[config.mk]
export PLATFORM = sky130hd
export DESIGN_NAME = ahb_slave_arbiter
export DESIGN_NICKNAME = d
export VERILOG_FILES = /design/src/rtl/ahb_slave_arbiter_pkg.sv /design/src/rtl/ahb_rr_pick.sv /design/src/rtl/ahb_slave_arbiter.sv
export SDC_FILE = /design/constraint.sdc
export NUM_CORES = 1
export LEC_CHECK = 0
export CAP_MARGIN = 20
export CORE_UTILIZATION = 52
export DETAILED_ROUTE_END_ITERATION = 10
export PLACE_DENSITY_LB_ADDON = 0.25
export RECOVER_POWER = 25
export SLEW_MARGIN = 20
export SYNTH_ARGS = -nofsm -noshare
export SYNTH_HDL_FRONTEND = slang
export SYNTH_SLANG_ARGS = --single-unit
[constraint.sdc]
create_clock -name HCLK -period 3.5 [get_ports HCLK]
set_input_delay 0.7 -clock HCLK [delete_from_list [all_inputs] [get_ports HCLK]]
set_output_delay 0.7 -clock HCLK [all_outputs]
set_load 0.1 [all_outputs]
[src/rtl/ahb_slave_arbiter_pkg.sv]
// Shared AHB definitions for the slave arbiters and payload muxes:
// HTRANS encodings, arbiter state type and a one-hot to index helper.
package ahb_slave_arbiter_pkg;

    localparam logic [1:0] HTRANS_IDLE   = 2'b00;
    localparam logic [1:0] HTRANS_BUSY   = 2'b01;
    localparam logic [1:0] HTRANS_NONSEQ = 2'b10;
    localparam logic [1:0] HTRANS_SEQ    = 2'b11;

    typedef enum logic [1:0] {
        NO_OWNER = 2'd0,
        OWNED    = 2'd1,
        LOCKED   = 2'd2
    } arb_state_t;

    // Widest select vector the helper accepts; callers zero-extend.
    localparam int ONEHOT_MAX = 32;

    // ORs the indices of all set bits, so a one-hot input yields its index
    // and the logic stays a flat OR tree.
    function automatic int unsigned onehot_to_index(input logic [ONEHOT_MAX-1:0] onehot);
        int unsigned idx;
        idx = 0;
        for (int i = 0; i < ONEHOT_MAX; i++) begin
            if (onehot[i]) begin
                idx = idx | unsigned'(i);
            end
        end
        return idx;
    endfunction

endpackage

[src/rtl/ahb_rr_pick.sv]
// Combinational round-robin picker: first requester at or above rr_ptr,
// wrapping around, returned as a one-hot grant.
module ahb_rr_pick #(
    parameter int CHANNEL_NUM = 4,
    parameter int ID_W        = $clog2(CHANNEL_NUM)
) (
    input  logic [CHANNEL_NUM-1:0] req,
    input  logic [ID_W-1:0]        rr_ptr,
    output logic [CHANNEL_NUM-1:0] grant,
    output logic                   valid
);

    logic [CHANNEL_NUM-1:0][ID_W-1:0] cand_idx;

    // cand_idx[gi] is the channel examined at scan position gi.
    for (genvar gi = 0; gi < CHANNEL_NUM; gi++) begin : g_cand
        assign cand_idx[gi] = ID_W'((int'(rr_ptr) + gi) % CHANNEL_NUM);
    end

    always_comb begin
        grant = '0;
        valid = 1'b0;
        for (int i = 0; i < CHANNEL_NUM; i++) begin
            if (!valid && req[cand_idx[i]]) begin
                grant[cand_idx[i]] = 1'b1;
                valid              = 1'b1;
            end
        end
    end

endmodule

[src/rtl/ahb_slave_arbiter.sv]
// Per-slave AHB arbiter: selects the address-phase owner feeding the slave
// payload mux and the registered data-phase owner for write data/response.
module ahb_slave_arbiter
    import ahb_slave_arbiter_pkg::*;
#(
    parameter int CHANNEL_NUM = 4,
    parameter int MAX_HOLD    = 16,
    parameter int ID_W        = $clog2(CHANNEL_NUM)
) (
    input  logic                        HCLK,
    input  logic                        HRESETn,
    input  logic [CHANNEL_NUM-1:0]      req,
    input  logic [CHANNEL_NUM-1:0][1:0] trans,
    input  logic [CHANNEL_NUM-1:0]      lock,
    input  logic                        hready,
    output logic [CHANNEL_NUM-1:0]      addr_sel,
    output logic [CHANNEL_NUM-1:0]      data_sel,
    output logic                        owner_valid,
    output logic [ID_W-1:0]             owner_id
);

    localparam int HOLD_W = (MAX_HOLD > 0) ? $clog2(MAX_HOLD + 1) : 1;
    localparam logic [HOLD_W-1:0] HOLD_MAX = HOLD_W'(MAX_HOLD);

    arb_state_t             state_reg, state_next;
    logic [ID_W-1:0]        rr_ptr_reg, rr_ptr_next;
    logic [HOLD_W-1:0]      hold_cnt_reg, hold_cnt_next;
    logic [CHANNEL_NUM-1:0] addr_sel_reg, addr_sel_next;
    logic [CHANNEL_NUM-1:0] data_sel_reg;
    logic [ID_W-1:0]        owner_id_reg, owner_id_next;
    logic                   owner_valid_reg;

    logic [CHANNEL_NUM-1:0] pick_grant;
    logic                   pick_valid;
    logic [ID_W-1:0]        pick_id;

    logic                   own_req;
    logic                   own_lock;
    logic [1:0]             own_trans;
    logic                   own_active;
    logic                   release_owner;
    logic                   arbitrate;
    arb_state_t             keep_state;

    ahb_rr_pick #(
        .CHANNEL_NUM (CHANNEL_NUM),
        .ID_W        (ID_W)
    ) u_rr_pick (
        .req    (req),
        .rr_ptr (rr_ptr_reg),
        .grant  (pick_grant),
        .valid  (pick_valid)
    );

    assign pick_id = ID_W'(onehot_to_index(ONEHOT_MAX'(pick_grant)));

    assign own_req    = req[owner_id_reg];
    assign own_lock   = lock[owner_id_reg];
    assign own_trans  = trans[owner_id_reg];
    assign own_active = (own_trans == HTRANS_NONSEQ) || (own_trans == HTRANS_SEQ);

    // Only a NONSEQ boundary may end a long tenure; BUSY/SEQ keep the burst intact.
    assign release_owner = !own_req
                        || (own_trans == HTRANS_IDLE)
                        || ((MAX_HOLD != 0) && (own_trans == HTRANS_NONSEQ)
                            && (hold_cnt_reg >= HOLD_MAX));

    always_comb begin
        arbitrate  = 1'b0;
        keep_state = state_reg;
        case (state_reg)
            NO_OWNER: arbitrate = 1'b1;
            OWNED:    arbitrate = release_owner;
            LOCKED: begin
                // An asserted lock wins over IDLE or a dropped request.
                if (!own_lock) begin
                    keep_state = OWNED;
                    arbitrate  = release_owner;
                end
            end
            default:  arbitrate = 1'b1;
        endcase
    end

    always_comb begin
        state_next    = keep_state;
        rr_ptr_next   = rr_ptr_reg;
        hold_cnt_next = hold_cnt_reg;
        addr_sel_next = addr_sel_reg;
        owner_id_next = owner_id_reg;
        if (arbitrate) begin
            hold_cnt_next = '0;
            if (pick_valid) begin
                state_next    = lock[pick_id] ? LOCKED : OWNED;
                addr_sel_next = pick_grant;
                owner_id_next = pick_id;
                rr_ptr_next   = (pick_id == ID_W'(CHANNEL_NUM - 1)) ? '0 : pick_id + 1'b1;
            end else begin
                state_next    = NO_OWNER;
                addr_sel_next = '0;
                owner_id_next = '0;
            end
        end else if (own_active && (hold_cnt_reg != HOLD_MAX)) begin
            hold_cnt_next = hold_cnt_reg + 1'b1;
        end
    end

    always_ff @(posedge HCLK or negedge HRESETn) begin
        if (!HRESETn) begin
            state_reg       <= NO_OWNER;
            rr_ptr_reg      <= '0;
            hold_cnt_reg    <= '0;
            addr_sel_reg    <= '0;
            data_sel_reg    <= '0;
            owner_id_reg    <= '0;
            owner_valid_reg <= 1'b0;
        end else if (hready) begin
            state_reg       <= state_next;
            rr_ptr_reg      <= rr_ptr_next;
            hold_cnt_reg    <= hold_cnt_next;
            addr_sel_reg    <= addr_sel_next;
            data_sel_reg    <= addr_sel_reg;
            owner_id_reg    <= owner_id_next;
            owner_valid_reg <= |addr_sel_next;
        end
    end

    assign addr_sel    = addr_sel_reg;
    assign data_sel    = data_sel_reg;
    assign owner_valid = owner_valid_reg;
    assign owner_id    = owner_id_reg;

    a_sel_onehot: assert property (@(posedge HCLK) disable iff (!HRESETn)
        $onehot0(addr_sel_reg) && $onehot0(data_sel_reg));

    a_owner_match: assert property (@(posedge HCLK) disable iff (!HRESETn)
        (owner_valid_reg == (|addr_sel_reg))
        && (owner_valid_reg ? addr_sel_reg[owner_id_reg] : (owner_id_reg == '0)));

endmodule

==> flow_summary_export.csv <==
group,metric,value,unit
place,pre_cts_ws,0.0605,ns
worst_setup_path,crit_path_max_fanout,9,
floorplanning,ios,30,
drt,dr.pass1.iters,4,
floorplanning,rows,19,
clock_network,post_cts_resize_count,0,
synth,synthTopCellsByArea,"dfrtp_1 (33%), ha_1 (8.1%), mux4_2 (5.9%)",
worst_setup_path,r2r_end,"state_reg[1]$_DFFE_PN0P_",
drt,drt_iter0_markers,71,
min_path,holdPathStages,1,
final_layout,regArea,500,µm²
worst_setup_path,crit_start,"req[1]",
final_layout,largest_register_ffs,5,
drt,dr_total_vias,1361,
timing,setup_violations,0,
clock_network,clock_sinks,20,
worst_setup_path,slowest_delay,0.59,ns
synth,ys_seq_area_frac,0.326,
synth,ys_warn_count,0,
min_path,hp-start,"data_sel[0]$_DFFE_PN0P_",
worst_setup_path,cpLargestDelayFamily,"simple AND/OR/NAND/NOR gates",
clock_network,cts_hold_buf,0,
global_route,antenna_found_initial,0,
worst_setup_path,crit_path_start_kind,"input pin",
clock_network,cts-root-buf,"clkbuf_4",
timing,final.setup.worst_slack,0.397,ns
timing,hold_viol_final,0,
timing,finalClockSkew,0.00420,ns
drt,post_drt_wl_per_cell,15.7,µm
synth,synth_most_common_cell,"dfrtp_1",
global_route,grt_usage,0.254,
worst_setup_path,r2r_cells,9,
clock_network,cts_made_buffers,3,
worst_setup_path,crit_slowest_cell,"or4_4",
synth,muxShareOfSynthArea,0.163,
final_layout,multi_input_area,941,µm²
floorplanning,core,0.00278,mm²
timing,rsz0062_at_grt,"no",
timing,max_freq,322,MHz
synth,syn_nets,187,
synth,synth_xor_area_frac,0.0228,
final_layout,fin_area,0.00195,mm²
synth,syn_area,0.00154,mm²
clock_network,postCtsSetupBuffers,0,
clock_network,cts.htree.levels,1,
worst_setup_path,crit_buf_inv,1,
clock_network,cts_tree,"built",
final_layout,drive_above_1_share,0.173,
synth,synthArstFlopShare,1.00,
global_route,grt_pass1_wl,6240,µm
drt,wirelength,3590,µm
timing,min_period,3.10,ns
clock_network,clk_latency,0.32,ns
final_layout,final_cells,228,
place,portBuffers,29,
synth,yosysTopAreaCellShare,0.326,
synth,synthAdderAreaFrac,0.0815,
clock_network,clkTransAtPathRegs,0.12,ns
synth,syn_inst,158,
place,dp_cells,224,
clock_network,cts_buffer_depth,2,
synth,synth_edf_count,0,
min_path,holdPathEnd,"data_sel[0]$_DFFE_PN0P_",
final_layout,antenna_cells,0,
timing,fin_tns_setup,0,ns
timing,slew_headroom,0.347,
run_status,outcome,"complete, no violations",
floorplanning,die_y,56.3,µm
worst_setup_path,path_cells,"clkdlybuf4s50_1 > mux4_2 > and2_4 > o211a_1 > or4_4 > nor3_1 > a21oi_1 > o31a_1",
drt,remaining_drc_errors,0,
worst_setup_path,r2r_slack,0.45,ns
worst_setup_path,worst_ep_required_time,3.72,ns
worst_setup_path,crit-reg2reg-launch,"rr_ptr_reg[0]$_DFFE_PN0P_",
synth,synth_compound_area_frac,0.147,
drt,antenna_left,0,
synth,synthSimpleGateAreaFrac,0.199,
final_layout,layout.nets,227,
timing,tightest_slew,0.977,ns
global_route,gr-total-overflow,0,
synth,synth.distinct_cells,43,
worst_setup_path,crit_arrival,3.32,ns
timing,drv_slew,0,
global_route,grt_max_degree,21,
floorplanning,dieArea,0.00317,mm²
global_route,grt_pass1_vias,1383,
drt,via_per_inst,5.97,
synth,syn_avg_cell_area,9.72,µm²
synth,ys_ff_latch,20,
timing,period_share,0.887,
synth,yosysTopAreaCell,"dfrtp_1",
final_layout,fill_cells,225,
place,gp_congestion,0.829,
worst_setup_path,critPathKind,"input pin to register",
min_path,hp-class,"register to register",
synth,synth_top_family_by_area,"simple AND/OR/NAND/NOR gates",
place,hpwl,2770,µm
floorplanning,initial_core_util,0.552,
floorplanning,fp.dieW,56.3,µm
synth,synthFlopType,"dfrtp_1",
synth,synth_common_cells,"dfrtp_1 (20), nand2_1 (18), inv_1 (12)",
worst_setup_path,end_kind,"register",
final_layout,area_growth,26.7,%
run,max_cap_violations,0,
place,dpl_cell_area,0.00189,mm²
cell families (layout without fill, tap and decap cells):
logic type / count (synthesis) / in the layout
flip-flops: 20 / 20
AND/OR/NAND/NOR: 58 / 58
AO/OA/AOI/OAI: 33 / 33
XOR/XNOR: 4 / 4
adder cells (fa/ha/maj): 10 / 10
buffers and inverters: 17 / 56
multiplexers: 16 / 16
cell usage in the layout, fill, tap and decap left out, types with 3 or more instances in the layout:
cell type / instances
ha_1: 10
mux2_2: 6
clkbuf_4: 3
nor4_1: 3
clkdlybuf4s50_1: 26
o21ai_0: 5
nand2_1: 18
a21oi_1: 8
nor3_1: 3
nand3_1: 4
dfrtp_1: 20
mux4_2: 4
inv_1: 12
mux2i_1: 4
buf_4: 13
nor2_1: 11
or3_1: 3
nand2b_1: 3
a211oi_1: 4
stage by stage:
step                utilization  hold WS [ns]
floorplan                     -         0.404
global placement          0.681         0.488
detailed placement        0.681         0.498
CTS                       0.700         0.526
global route              0.700         0.540
finish                    0.700         0.520
how the worst max path moves through the flow:
| stage | endpoint | cells past startpoint |
|---|---|---|
| 2_1_floorplan | state_reg[1]$_DFFE_PN0P_ | 11 |
| 3_3_place_gp | state_reg[1]$_DFFE_PN0P_ | 8 |
| 3_5_place_dp | state_reg[1]$_DFFE_PN0P_ | 8 |
| 4_1_cts | state_reg[1]$_DFFE_PN0P_ | 8 |
| 5_1_grt | state_reg[1]$_DFFE_PN0P_ | 9 |
| 6_report | state_reg[1]$_DFFE_PN0P_ | 8 |
cell type report:
cell class                 count  share of cell area
clock inverter                 1              0.0154
clock buffer                   3              0.0116
tap                           31              0.0199
multi-input combinational    121               0.484
timing repair buffer          40               0.189
inverter                      12              0.0232
sequential                    20               0.257
metal layers:
layer  up-vias  track usage  routed length [µm]
li1        658            -                   -
met1       665        0.299                1430
met2        33        0.474                1990
met3         5       0.0207                 108
met4         0        0.101                  59
met5         -            0                   0
Power is not shown: default switching activity piles up to over one toggle a cycle in this logic, so the estimate is an artifact.
